[config.mk]
export PLATFORM = sky130hd
export DESIGN_NAME = trigger_period_monitor_flat
export DESIGN_NICKNAME = d
export VERILOG_FILES = /design/src/rtl/trigger_period_monitor_if.sv /design/src/rtl/trigger_period_monitor.sv /design/src/flat_wrapper.sv
export SDC_FILE = /design/constraint.sdc
export NUM_CORES = 1
export LEC_CHECK = 0
export ABC_AREA = 1
export CORE_MARGIN = 4
export CORE_UTILIZATION = 30
export DETAILED_ROUTE_END_ITERATION = 7
export MAX_ROUTING_LAYER = met4
export PLACE_DENSITY = 0.47
export RECOVER_POWER = 50
export SLEW_MARGIN = 10
export SYNTH_ARGS = -nofsm -noshare
export SYNTH_HDL_FRONTEND = slang
export SYNTH_SLANG_ARGS = --single-unit
[constraint.sdc]
create_clock -name CLK -period 1.45 [get_ports CLK]
set_input_delay 0.29 -clock CLK [delete_from_list [all_inputs] [get_ports CLK]]
set_output_delay 0.29 -clock CLK [all_outputs]
set_load 0.05 [all_outputs]
[src/rtl/trigger_period_monitor_if.sv]
// Bus between a trigger source/controller and trigger_period_monitor.
// STATE is a debug view of the monitor FSM (0=IDLE, 1=ARMED, 2=MEASURE).
interface trigger_period_monitor_if #(
    parameter int PERIOD_WIDTH = 16
);
    // PERIOD_VALID is a one-cycle pulse with no ready/backpressure: PERIOD is
    // meaningful in that cycle and simply holds its value afterwards.
    logic                    ENABLE_IN;
    logic                    TRIG_IN;
    logic                    CLEAR;
    logic [PERIOD_WIDTH-1:0] PERIOD;
    logic                    PERIOD_VALID;
    logic                    PERIOD_ERR;
    logic                    TIMEOUT_ERR;
    logic                    LOCKED;
    logic [1:0]              STATE;

    modport master (
        output ENABLE_IN, TRIG_IN, CLEAR,
        input  PERIOD, PERIOD_VALID, PERIOD_ERR, TIMEOUT_ERR, LOCKED, STATE
    );

    modport slave (
        input  ENABLE_IN, TRIG_IN, CLEAR,
        output PERIOD, PERIOD_VALID, PERIOD_ERR, TIMEOUT_ERR, LOCKED, STATE
    );
endinterface

[src/rtl/trigger_period_monitor.sv]
// Measures the interval between trigger pulses, flags out-of-window periods and
// reports lock. Optional trigger timeout enabled by defining TRIGMON_TIMEOUT_EN.
module trigger_period_monitor #(
    parameter int PERIOD_WIDTH = 16,
    parameter int PERIOD_MIN   = 4,
    parameter int PERIOD_MAX   = 6,
    parameter int LOCK_COUNT   = 3,
    parameter int TIMEOUT      = 64
) (
    input logic                    CLK,
    input logic                    RESET,
    trigger_period_monitor_if.slave bus
);
    typedef enum logic [1:0] {
        IDLE    = 2'd0,
        ARMED   = 2'd1,
        MEASURE = 2'd2
    } state_t;

    localparam int GOOD_WIDTH = $clog2(LOCK_COUNT + 1);
    localparam logic [PERIOD_WIDTH-1:0] MIN_P  = PERIOD_WIDTH'(PERIOD_MIN);
    localparam logic [PERIOD_WIDTH-1:0] MAX_P  = PERIOD_WIDTH'(PERIOD_MAX);
    localparam logic [GOOD_WIDTH-1:0]   LOCK_G = GOOD_WIDTH'(LOCK_COUNT);

    if (longint'(TIMEOUT) >= (longint'(1) << PERIOD_WIDTH)) begin : g_bad_timeout
        $error("TIMEOUT must be below 2**PERIOD_WIDTH");
    end

    state_t                  state;
    logic [PERIOD_WIDTH-1:0] interval;
    logic [PERIOD_WIDTH-1:0] period_q;
    logic [GOOD_WIDTH-1:0]   good;
    logic                    valid_q;
    logic                    perr_q;
    logic                    locked_q;
    logic                    in_window;
    logic [GOOD_WIDTH-1:0]   good_inc;

    always_comb begin
        in_window = (interval >= MIN_P) && (interval <= MAX_P);
        good_inc  = (good == LOCK_G) ? good : good + GOOD_WIDTH'(1);
    end

`ifdef TRIGMON_TIMEOUT_EN
    localparam logic [PERIOD_WIDTH-1:0] TIMEOUT_P = PERIOD_WIDTH'(TIMEOUT);
    logic terr_q;
`endif

    // interval restarts at 1 on each sampled trigger, so at the closing
    // trigger edge it already equals the edge distance between the two.
    always_ff @(posedge CLK or posedge RESET) begin
        if (RESET) begin
            state    <= IDLE;
            interval <= '0;
            period_q <= '0;
            good     <= '0;
            valid_q  <= 1'b0;
            perr_q   <= 1'b0;
            locked_q <= 1'b0;
`ifdef TRIGMON_TIMEOUT_EN
            terr_q   <= 1'b0;
`endif
        end else begin
            valid_q <= 1'b0;
            if (bus.CLEAR) begin
                perr_q <= 1'b0;
`ifdef TRIGMON_TIMEOUT_EN
                terr_q <= 1'b0;
`endif
            end
            if (!bus.ENABLE_IN) begin
                state    <= IDLE;
                interval <= '0;
                good     <= '0;
                locked_q <= 1'b0;
            end else begin
                case (state)
                    IDLE: state <= ARMED;
                    ARMED: begin
                        if (bus.TRIG_IN) begin
                            state    <= MEASURE;
                            interval <= PERIOD_WIDTH'(1);
                        end
                    end
                    MEASURE: begin
                        if (bus.TRIG_IN) begin
                            period_q <= interval;
                            valid_q  <= 1'b1;
                            interval <= PERIOD_WIDTH'(1);
                            if (in_window) begin
                                good     <= good_inc;
                                locked_q <= (good_inc == LOCK_G);
                            end else begin
                                perr_q   <= 1'b1;
                                good     <= '0;
                                locked_q <= 1'b0;
                            end
`ifdef TRIGMON_TIMEOUT_EN
                        end else if (interval == TIMEOUT_P) begin
                            terr_q   <= 1'b1;
                            good     <= '0;
                            locked_q <= 1'b0;
                            interval <= '0;
                            state    <= ARMED;
`endif
                        end else if (interval != '1) begin
                            interval <= interval + PERIOD_WIDTH'(1);
                        end
                    end
                    default: state <= IDLE;
                endcase
            end
        end
    end

    assign bus.PERIOD       = period_q;
    assign bus.PERIOD_VALID = valid_q;
    assign bus.PERIOD_ERR   = perr_q;
    assign bus.LOCKED       = locked_q;
    assign bus.STATE        = state;
`ifdef TRIGMON_TIMEOUT_EN
    assign bus.TIMEOUT_ERR  = terr_q;
`else
    assign bus.TIMEOUT_ERR  = 1'b0;
`endif
endmodule

[src/flat_wrapper.sv]
// flat-port wrapper written by rule: the top's interface ports become plain ports
module trigger_period_monitor_flat 
#(
    parameter int PERIOD_WIDTH = 16,
    parameter int PERIOD_MIN   = 4,
    parameter int PERIOD_MAX   = 6,
    parameter int LOCK_COUNT   = 3,
    parameter int TIMEOUT      = 64
)
  (CLK, RESET, bus_ENABLE_IN, bus_TRIG_IN, bus_CLEAR, bus_PERIOD, bus_PERIOD_VALID, bus_PERIOD_ERR, bus_TIMEOUT_ERR, bus_LOCKED, bus_STATE);
  trigger_period_monitor_if #(.PERIOD_WIDTH(PERIOD_WIDTH)) bus_i ();
  input logic CLK;
  input logic RESET;
  input wire logic [$bits(bus_i.ENABLE_IN)-1:0] bus_ENABLE_IN;
  input wire logic [$bits(bus_i.TRIG_IN)-1:0] bus_TRIG_IN;
  input wire logic [$bits(bus_i.CLEAR)-1:0] bus_CLEAR;
  output wire logic [$bits(bus_i.PERIOD)-1:0] bus_PERIOD;
  output wire logic [$bits(bus_i.PERIOD_VALID)-1:0] bus_PERIOD_VALID;
  output wire logic [$bits(bus_i.PERIOD_ERR)-1:0] bus_PERIOD_ERR;
  output wire logic [$bits(bus_i.TIMEOUT_ERR)-1:0] bus_TIMEOUT_ERR;
  output wire logic [$bits(bus_i.LOCKED)-1:0] bus_LOCKED;
  output wire logic [$bits(bus_i.STATE)-1:0] bus_STATE;
  assign bus_i.ENABLE_IN = bus_ENABLE_IN;
  assign bus_i.TRIG_IN = bus_TRIG_IN;
  assign bus_i.CLEAR = bus_CLEAR;
  assign bus_PERIOD = bus_i.PERIOD;
  assign bus_PERIOD_VALID = bus_i.PERIOD_VALID;
  assign bus_PERIOD_ERR = bus_i.PERIOD_ERR;
  assign bus_TIMEOUT_ERR = bus_i.TIMEOUT_ERR;
  assign bus_LOCKED = bus_i.LOCKED;
  assign bus_STATE = bus_i.STATE;
  trigger_period_monitor #(.PERIOD_WIDTH(PERIOD_WIDTH), .PERIOD_MIN(PERIOD_MIN), .PERIOD_MAX(PERIOD_MAX), .LOCK_COUNT(LOCK_COUNT), .TIMEOUT(TIMEOUT)) u_core (.CLK(CLK), .RESET(RESET), .bus(bus_i));
endmodule
==> flow_summary.yaml, run 1 <==
clocking:
  root_buffer: "clkbuf_8"
  worstSkewPairLatency_ns: 0.29
  cts_buffers: 5
  clk_pin_slew_ns: 0.08
  cts_sinks: 39
  cts_htree_levels: 2
  cts_tree: "built"
  clockBufferDepth: 2
layout:
  syn2layout_area_growth_pct: 47.5
  final_cells: 418
  final_net_count: 328
  final_core_util_pct: 45.6
  drive_gt1_share_pct: 32.9
  final_area_sq_mm: 0.00311
  diodes: 0
critical_path:
  crit_path_start_kind: "flop"
  r2r_slack_ns: -0.03
  cpLargestDelayFamily: "simple AND/OR/NAND/NOR gates"
  cp_cell_sequence: "ha_2, nand2_2, nor2_4, nand2_4, nor2_4, nand3_4, nand2_8, inv_12, nand2_2, o21ai_2"
  reg2reg_depth: 10
  slowest_delay_ns: 0.37
  critPathBufInv: 1
  r2r_end: "u_core.interval[3]$_DFFE_PP0P_"
  path_class: "flop to flop"
  timing.rr.start: "u_core.interval[0]$_DFFE_PP0P_"
  cp_data_required_time_ns: 1.64
  path_max_fanout: 13
  cp.arrival_ns: 1.67
  endpoint_kind: "flop"
  critPathSlowestCell: "dfrtp_1"
detailed_routing:
  remaining_drc_errors: 0
  wl_per_cell_um: 12.6
  ant_nets: 0
  num_vias: 1855
  via_per_inst: 4.44
  routed_wl_um: 5270
  firstDrtPassIters: 4
  drt_iter0_drc: 85
global_route:
  grt_first_pass_wirelength_um: 9020
  overflow: 0
  antenna_found_initial: 0
  grt_use_met1_pct: 18.4
  grt_pass1_vias: 1884
  met3_usage_pct: 3.12
  top_usage_layer: "met2"
  grt.total_usage_pct: 14.0
  grt_start_max_net_pins: 40
  use_met2_pct: 20.8
power:
  pwr-share-clk_pct: 42.3
  p_sw_uw: 598
  switching_share_pct: 23.6
  p_leak_uw: 0.00138
  pwr-share-seq_pct: 44.6
  p_per_area_mw_per_mm2: 812
  p_int_uw: 1930
  combinationalPowerShare_pct: 13.2
  ir_drop_v: 0.000379
floorplan:
  std_cell_rows: 30
  boundaryPins: 27
  die_area_sq_mm: 0.00845
  core_region_area_sq_mm: 0.00683
  die_h_um: 91.9
  initial_core_util_pct: 30.9
  die_w_um: 91.9
timing:
  holdWs_ns: 0.496
  tightest_slew_ns: 0.888
  fin_crit_ns: 1.48
  rsz0062_at_grt: "true"
  postLayoutSetupSlackWorst_ns: -0.0286
  max_freq_mhz: 676
  fin_skew_ns: 0.00538
  setup_viol: 10
  relSlewSlack_pct: 40.8
  finalCritPeriodShare_pct: 102
  finalHoldViolations: 0
  slew_viol_final: 0
placement:
  dp_slack_ns: -0.263
  dp_hpwl_um: 4170
  globalplace.congestion: 0.854
  placed_area_sq_mm: 0.00290
  port-buffer-count: 25
  placed_cells: 407
synthesis:
  seq_area_frac_synth_pct: 46.2
  synth-edff-count: 0
  syn_nets: 270
  asyncSetResetFlopFracSynth_pct: 100
  synth-seq-cells: 39
  yosys_warnings: 0
  synth_top_flop_cell: "dfrtp_1"
  synth_top_area_share_pct: 46.2
  synthTopCellsByArea: "dfrtp_1, nand2_1, nor2_1"
  syn_avg_cell_area_sq_um: 8.03
  yosysUniqueCellTypes: 31
  post-synth-top-area-cell: "dfrtp_1"
  syn-cell-area_sq_mm: 0.00211
  syn_inst: 263
status:
  outcome: "complete, but fails checks"
  violations: "setup timing"
job:
  drv_cap: 0
hold_path:
  hold_class: "flop to flop"
  min_path_cells: 2
  hp-start: "u_core.good[0]$_DFFE_PP0P_"
  worstHoldEndpoint: "u_core.good[0]$_DFFE_PP0P_"
-- worst max path at each step --
stage                                           end  depth (start not counted)                            start
detailed placement   u_core.interval[0]$_DFFE_PP0P_                          8                    bus_ENABLE_IN
finish               u_core.interval[3]$_DFFE_PP0P_                         10   u_core.interval[0]$_DFFE_PP0P_
global route        u_core.interval[13]$_DFFE_PP0P_                         10   u_core.interval[0]$_DFFE_PP0P_
floorplan           u_core.interval[13]$_DFFE_PP0P_                         10  u_core.bus.STATE[1]$_DFFE_PP0P_
global placement     u_core.interval[1]$_DFFE_PP0P_                          8                    bus_ENABLE_IN
CTS                 u_core.interval[15]$_DFFE_PP0P_                         10   u_core.interval[0]$_DFFE_PP0P_
-- cells in the mapped netlist, types with 2 or more instances --
| cell | instances |
|---|---|
| nor2_4 | 4 |
| o21ai_1 | 3 |
| nor2_1 | 28 |
| a21oi_1 | 4 |
| nor2_2 | 3 |
| buf_2 | 2 |
| inv_1 | 27 |
| nand2_2 | 2 |
| nor3_1 | 6 |
| inv_2 | 4 |
| nand4_1 | 6 |
| nand3_2 | 5 |
| o21ai_0 | 19 |
| nand3_1 | 19 |
| o21ai_2 | 5 |
| nand2_1 | 66 |
| clkbuf_1 | 3 |
| ha_1 | 2 |
| xor2_1 | 5 |
| dfrtp_1 | 39 |
-- worst register-to-register path, delay by kind of cell (launching register included) --
family	cells	cell delay, ns
buffers and inverters	1	0.07
flip-flops	1	0.37
adder cells (fa/ha/maj)	1	0.19
AND/OR/NAND/NOR	7	0.70
AO/OA/AOI/OAI	1	0.05
-- cells in the final DEF (no fill, tap or decap), types with 2 or more instances in the layout --
cell and instances:
nor2_4 6, dfrtp_2 2, clkdlybuf4s50_1 4, nand2_1 59, a21oi_1 3, nand2_4 2
nor3_1 5, dfrtp_1 37, o21ai_0 16, clkbuf_8 5, nand4_1 6, nand2_2 8
nand3_2 8, o21ai_2 6, buf_12 21, inv_1 27, nor2_1 26, nand3_1 16
o21ai_1 5, inv_2 3, buf_4 30, nor2_2 3, xor2_1 5, bufinv_16 2
-- cell families after synthesis --
| logic type | share of synthesized area (%) |
|---|---|
| compound gates | 9.00 |
| simple gates | 33.4 |
| fa+ha+maj | 1.18 |
| other cells | 0.178 |
| buf+inv | 8.00 |
| flops | 46.2 |
| xor+xnor | 2.07 |
-- registers in the layout, summed over array words and instances (netlist names) --
register	count
u_core.bus.LOCKED	1
u_core.bus.PERIOD	16
u_core.bus.PERIOD_ERR	1
u_core.bus.PERIOD_VALID	1
u_core.bus.STATE	2
u_core.good	2
u_core.interval	16
-- metal layers --
metal  part of all wire (%)  vias to the layer above
met3                    3.7                       11
met1                     49                      848
met5                      0                        -
met2                     45                       42
li1                       -                      954
met4                    2.8                        0
-- per-stage QoR --
| step | power, uW | setup TNS [ns] |
|---|---|---|
| after floorplan | 1320 | -1.40 |
| after global placement | 1480 | -6.75 |
| after detailed placement | 1480 | -7.44 |
| after CTS | 2570 | -0.985 |
| after global routing | 2630 | -1.67 |
| final | 2530 | -0.211 |
-- cell type report --
| cell class | instances | area (sq um) |
|---|---|---|
| clock buffers | 6 | 72.6 |
| clock inverters | 2 | 60.1 |
| fillers | 679 | 3720 |
| repair buffers | 58 | 707 |
| flip-flops and latches | 39 | 978 |
| multi-input cells | 185 | 1040 |
| well taps | 96 | 120 |
| inverters | 32 | 135 |
-- what timing repair did --
action                                  4_1_cts  5_1_grt
endpoints found under the setup margin       15       28
hold buffers                                  0        0
resized for setup                             8       20
setup buffers                                 3        0
pin swaps                                     7        5
-- power by group through the flow --
| stage | clock (uW) | combinational (uW) | sequential (uW) |
|---|---|---|---|
| finish | 1070 | 334 | 1130 |
| global route | 1150 | 358 | 1130 |
| CTS | 1110 | 341 | 1130 |
| detailed placement | 0 | 333 | 1150 |
| global placement | 0 | 333 | 1150 |
| floorplan | 0 | 122 | 1200 |
No activity file was read; power rests on OpenSTA's default activity.
==> run 2, diff against run 1 <==
--- a/config.mk
+++ b/config.mk
@@ -12,6 +12,7 @@
 export MAX_ROUTING_LAYER = met4
 export PLACE_DENSITY = 0.47
 export RECOVER_POWER = 50
+export SKIP_LAST_GASP = 1
 export SLEW_MARGIN = 10
 export SYNTH_ARGS = -nofsm -noshare
 export SYNTH_HDL_FRONTEND = slang
==> run 2 against run 1 <==
Effect of this change:
- the run still ends with setup timing left
- fmax down 1.1%
- worst setup slack worse by 0.016 ns
- final cell count unchanged
- design area down 0.76%
- clock skew down 0.00065 ns
- core utilization down 0.35 points
- clock power about the same
- sequential share of layout area up 0.24 points
- first-iteration DRC count down 8.2%
- largest cell class unchanged
==> flow_summary.yaml, run 2 (same netlist as run 1, synthesis figures left out) <==
status:
  outcome: "complete, but fails checks"
  violations: "setup timing"
timing:
  fin_crit_ns: 1.49
  rsz0062_at_grt: "true"
  relSlewSlack_pct: 40.3
  finalCritPeriodShare_pct: 103
  slew_viol_final: 0
  finalHoldViolations: 0
  postLayoutSetupSlackWorst_ns: -0.0445
  max_freq_mhz: 669
  setup_viol: 10
  fin_skew_ns: 0.00473
  tightest_slew_ns: 0.896
layout:
  multi_input_area_sq_mm: 0.00102
  final_net_count: 328
  final_area_sq_mm: 0.00309
  n_fill_cell: 688
  mostFrequentLayoutCell: "nand2_1"
  final_cells: 418
  diodes: 0
  drive_gt1_share_pct: 31.1
  regArea_sq_um: 978
  syn2layout_area_growth_pct: 46.3
  final_cell_mix: "nand2_1, dfrtp_1, buf_4, inv_1, nor2_1"
placement:
  placed_cells: 407
  placed_area_sq_mm: 0.00290
  port-buffer-count: 25
  dp_hpwl_um: 4170
  globalplace.congestion: 0.854
clocking:
  clockBufferDepth: 2
  cts_sinks: 39
  cts_htree_levels: 2
  worstSkewPairLatency_ns: 0.29
  cts_tree: "built"
  clk_pin_slew_ns: 0.08
  root_buffer: "clkbuf_8"
  cts_buffers: 5
critical_path:
  cp_cell_sequence: "ha_2, nand2_2, nor2_4, nand2_4, nor2_4, nand3_4, nand2_8, inv_12, nand3_1, o21ai_2"
  cp_data_required_time_ns: 1.64
  crit_path_start_kind: "flop"
  cpMostUsedCell: "nor2_4"
  reg2reg_depth: 10
  endpoint_kind: "flop"
  path_class: "flop to flop"
  cpLargestDelayFamily: "simple AND/OR/NAND/NOR gates"
  critPathBufInv: 1
  r2r_end: "u_core.interval[1]$_DFFE_PP0P_"
  cp.arrival_ns: 1.68
  slowest_delay_ns: 0.38
  critPathSlowestCell: "dfrtp_1"
  timing.rr.start: "u_core.interval[0]$_DFFE_PP0P_"
  path_max_fanout: 13
  r2r_slack_ns: -0.04
floorplan:
  initial_core_util_pct: 30.9
  die_area_sq_mm: 0.00845
  die_w_um: 91.9
  core_region_area_sq_mm: 0.00683
  boundaryPins: 27
  die_h_um: 91.9
  std_cell_rows: 30
detailed_routing:
  ant_nets: 0
  routed_wl_um: 5360
  via_per_inst: 4.47
  wl_per_cell_um: 12.8
  drt_iter0_drc: 78
  firstDrtPassIters: 4
  remaining_drc_errors: 0
  num_vias: 1867
hold_path:
  worstHoldEndpoint: "u_core.good[0]$_DFFE_PP0P_"
  hold_class: "flop to flop"
  hp-start: "u_core.good[0]$_DFFE_PP0P_"
  min_path_cells: 2
power:
  p_per_area_mw_per_mm2: 818
  finalPower_uw: 2530
  p_leak_uw: 0.00136
  ir_drop_v: 0.000386
global_route:
  antenna_found_initial: 0
  grt_pass1_vias: 1888
  overflow: 0
  grt_start_max_net_pins: 40
  grt.total_usage_pct: 14.0
  grt_first_pass_wirelength_um: 9020
job:
  drv_cap: 0
## run 2: what timing repair did
item                                    4_1_cts  5_1_grt
hold endpoints to repair                      0        0
pin swaps                                     7        4
buffers inserted                              3        0
gates cloned                                  0        0
hold buffers                                  0        0
gates resized for setup                       7       14
endpoints found under the setup margin       15       28
## run 2: metal layers
| metal | GRT usage (%) | part of all wire, % |
|---|---|---|
| met1 | 18.4 | 49 |
| met2 | 20.8 | 44 |
| met3 | 3.12 | 4.2 |
| met4 | 5.94 | 3.0 |
| met5 | - | 0 |
## run 2: worst max path at each step
stage / end / from / depth (start not counted) / slack [ns]
detailed placement: u_core.interval[0]$_DFFE_PP0P_ / bus_ENABLE_IN / 8 / -0.26
global placement: u_core.interval[1]$_DFFE_PP0P_ / bus_ENABLE_IN / 8 / -0.24
finish: u_core.interval[1]$_DFFE_PP0P_ / u_core.interval[0]$_DFFE_PP0P_ / 10 / -0.04
floorplan: u_core.interval[13]$_DFFE_PP0P_ / u_core.bus.STATE[1]$_DFFE_PP0P_ / 10 / -0.17
global route: u_core.interval[2]$_DFFE_PP0P_ / u_core.interval[0]$_DFFE_PP0P_ / 10 / -0.14
CTS: u_core.interval[15]$_DFFE_PP0P_ / u_core.interval[0]$_DFFE_PP0P_ / 10 / -0.10
## run 2: area by class of cell
class                   instances  share of cell area, %
inverters                      32                   4.37
well taps                      96                   3.89
multi-input cells             185                   32.9
repair buffers                 58                   22.9
clock inverters                 2                   1.94
flip-flops and latches         39                   31.7
clock buffers                   6                   2.35
## run 2: stage by stage
step / setup TNS, ns / hold slack [ns] / setup slack [ns] / utilization [%]
6_report: -0.251 / 0.496 / -0.0445 / 45.2
5_1_grt: -1.63 / 0.522 / -0.136 / 45.2
4_1_cts: -0.992 / 0.374 / -0.103 / 45.1
3_5_place_dp: -7.44 / 0.478 / -0.263 / 42.5
2_1_floorplan: -1.40 / 0.386 / -0.167 / -
3_3_place_gp: -6.75 / 0.474 / -0.244 / 42.5
## run 2: tightest hold or removal path, stage by stage, from the launching register on
cell and delay (ns):
dfrtp_1 0.35, nand2_1 0.05, o21ai_1 0.06
## run 2: report_power, final
group	internal [uW]	leakage [uW]	switching, uW
clock network	688	0.0000654	383
registers	1110	0.000537	20.6
logic	136	0.000760	195
==> run 3, diff against run 2 <==
--- a/config.mk
+++ b/config.mk
@@ -6,11 +6,11 @@
 export NUM_CORES = 1
 export LEC_CHECK = 0
 export ABC_AREA = 1
-export CORE_MARGIN = 4
+export CORE_MARGIN = 2
 export CORE_UTILIZATION = 30
 export DETAILED_ROUTE_END_ITERATION = 7
 export MAX_ROUTING_LAYER = met4
-export PLACE_DENSITY = 0.47
+export PLACE_DENSITY = 0.46
 export RECOVER_POWER = 50
 export SKIP_LAST_GASP = 1
 export SLEW_MARGIN = 10
==> constraint.sdc (replaced) <==
create_clock -name CLK -period 1.5 [get_ports CLK]
set_input_delay 0.3 -clock CLK [delete_from_list [all_inputs] [get_ports CLK]]
set_output_delay 0.3 -clock CLK [all_outputs]
set_load 0.05 [all_outputs]
==> run 3 against run 2 <==
Effect of this change:
- the flow now finishes without violations
- flip-flop and latch count did not move
- hold slack improved by 0.027 ns
- largest power group unchanged
- core utilization fell by 0.36 points
- clock power fell by 12%
- critical endpoint is now u_core.interval[15]$_DFFE_PP0P_
==> flow_summary.yaml, run 3 (same netlist as run 1, synthesis figures left out) <==
critical_path:
  r2r_end: "u_core.interval[15]$_DFFE_PP0P_"
  endpoint_kind: "flop"
  reg2reg_depth: 10
  path_max_fanout: 8
  cp_data_required_time_ns: 1.69
  cp.arrival_ns: 1.68
  timing.rr.start: "u_core.interval[0]$_DFFE_PP0P_"
  path_class: "flop to flop"
  r2r_slack_ns: 0.01
  crit_path_start_kind: "flop"
clocking:
  cts_sinks: 39
  cts_htree_levels: 2
  clk_pin_slew_ns: 0.08
  cts_buffers: 5
  cts_tree: "built"
  root_buffer: "clkbuf_8"
  clockBufferDepth: 2
  worstSkewPairLatency_ns: 0.30
power:
  p_sw_uw: 617
  p_per_area_mw_per_mm2: 770
  p_int_uw: 1730
  pwr-share-clk_pct: 40.2
  pwr-share-seq_pct: 46.4
  finalPower_uw: 2350
  ir_drop_v: 0.000397
  switching_share_pct: 26.3
  p_leak_uw: 0.00134
  combinationalPowerShare_pct: 13.4
timing:
  finalCritPeriodShare_pct: 99.3
  relSlewSlack_pct: 34.2
  finalHoldViolations: 0
  fin_skew_ns: 0.0104
  slew_viol_final: 0
  setup_viol: 0
  rsz0062_at_grt: "true"
  max_freq_mhz: 671
  fin_crit_ns: 1.49
  tightest_slew_ns: 0.987
  final.setup.tns_ns: 0
placement:
  globalplace.congestion: 0.873
  placed_cells: 399
  dp_hpwl_um: 3900
  port-buffer-count: 25
  placed_area_sq_mm: 0.00283
hold_path:
  hold_class: "flop to flop"
  hp-start: "u_core.good[0]$_DFFE_PP0P_"
  min_path_cells: 2
  worstHoldEndpoint: "u_core.good[0]$_DFFE_PP0P_"
detailed_routing:
  firstDrtPassIters: 5
  drt_iter0_drc: 147
  num_vias: 1857
  routed_wl_um: 5280
  wl_per_cell_um: 12.8
  ant_nets: 0
  via_per_inst: 4.51
  remaining_drc_errors: 0
status:
  outcome: "finished clean"
layout:
  final_cells: 412
  drive_gt1_share_pct: 30.1
  mostFrequentLayoutCell: "nand2_1"
  n_fill_cell: 652
  diodes: 0
  final_area_sq_mm: 0.00305
  syn2layout_area_growth_pct: 44.4
  final_net_count: 322
  final_cell_mix: "nand2_1, dfrtp_1, nor2_1, inv_1, buf_4"
global_route:
  antenna_found_initial: 0
  grt_pass1_vias: 1752
  overflow: 0
  grt_start_max_net_pins: 40
  grt_first_pass_wirelength_um: 8770
  grt.total_usage_pct: 15.5
floorplan:
  boundaryPins: 27
  core_region_area_sq_mm: 0.00679
  die_h_um: 87.9
  initial_core_util_pct: 31.1
  die_w_um: 87.9
  die_area_sq_mm: 0.00773
  std_cell_rows: 30
job:
  drv_cap: 0
run 3: cell types whose count changed in the layout (fill, tap and decap cells not counted), moves of 2 or more:
cell and delta:
buf_4 -6, nor2_1 +2, nand2_4 +2, nor2_2 -2, nand2_1 -2
run 3: power groups by stage:
| stage | clock network (uW) | registers (uW) | logic (uW) |
|---|---|---|---|
| after floorplan | 0 | 1160 | 117 |
| after global placement | 0 | 1110 | 300 |
| after detailed placement | 0 | 1110 | 301 |
| after CTS | 963 | 1090 | 319 |
| after global routing | 1010 | 1090 | 342 |
| final | 944 | 1090 | 314 |
run 3: metal layers:
metal / track usage [%] / routed length [um] / vias to the layer above
met3: 3.20 / 215 / 6
met5: - / 0 / -
li1: - / - / 945
met1: 21.0 / 2540 / 858
met4: 5.03 / 79 / 0
met2: 23.2 / 2440 / 48
run 3: final cells by class:
cell class	count	area [sq um]	share of cell area, %
multi-input cells	185	1030	33.8
clock inverters	2	35.0	1.15
flip-flops and latches	39	980	32.1
repair inverters	1	8.76	0.287
repair buffers	51	657	21.5
clock buffers	6	82.6	2.71
inverters	32	135	4.43
well taps	96	120	3.94
run 3: worst max-delay path by stage:
stage,start,to,slack [ns],depth (start not counted)
finish,u_core.interval[0]$_DFFE_PP0P_,u_core.interval[15]$_DFFE_PP0P_,0.01,10
global route,u_core.interval[1]$_DFFE_PP0P_,u_core.interval[7]$_DFFE_PP0P_,-0.12,10
CTS,u_core.interval[1]$_DFFE_PP0P_,u_core.interval[5]$_DFFE_PP0P_,-0.04,10
detailed placement,bus_ENABLE_IN,u_core.interval[0]$_DFFE_PP0P_,-0.24,8
global placement,bus_ENABLE_IN,u_core.interval[1]$_DFFE_PP0P_,-0.20,8
floorplan,u_core.bus.STATE[1]$_DFFE_PP0P_,u_core.interval[13]$_DFFE_PP0P_,-0.12,10
run 3: per-stage QoR:
step / worst slack, ns / util [%] / hold WS, ns
finish: 0.0106 / 44.9 / 0.523
global route: -0.117 / 44.9 / 0.563
CTS: -0.0419 / 44.4 / 0.355
detailed placement: -0.243 / 41.6 / 0.508
global placement: -0.197 / 41.6 / 0.480
floorplan: -0.117 / - / 0.396
run 3: repair_timing:
| action | CTS | global route |
|---|---|---|
| gates cloned | 1 | 0 |
| buffers inserted | 3 | 1 |
| hold buffers | 0 | 0 |
| pin swaps | 8 | 7 |
| hold endpoints to repair | 0 | 0 |
| gates resized for setup | 10 | 14 |
| setup endpoints to repair | 8 | 18 |
run 3: critical path, stage by stage, from the launching register on:
cell     delay (ns)
dfrtp_1        0.36
ha_2           0.19
nand2_2        0.08
nor2_4         0.13
nand2_4        0.08
nor2_4         0.10
nand3_4        0.12
nand2_8        0.15
inv_12         0.06
nand3_2        0.06
nand2_1        0.05
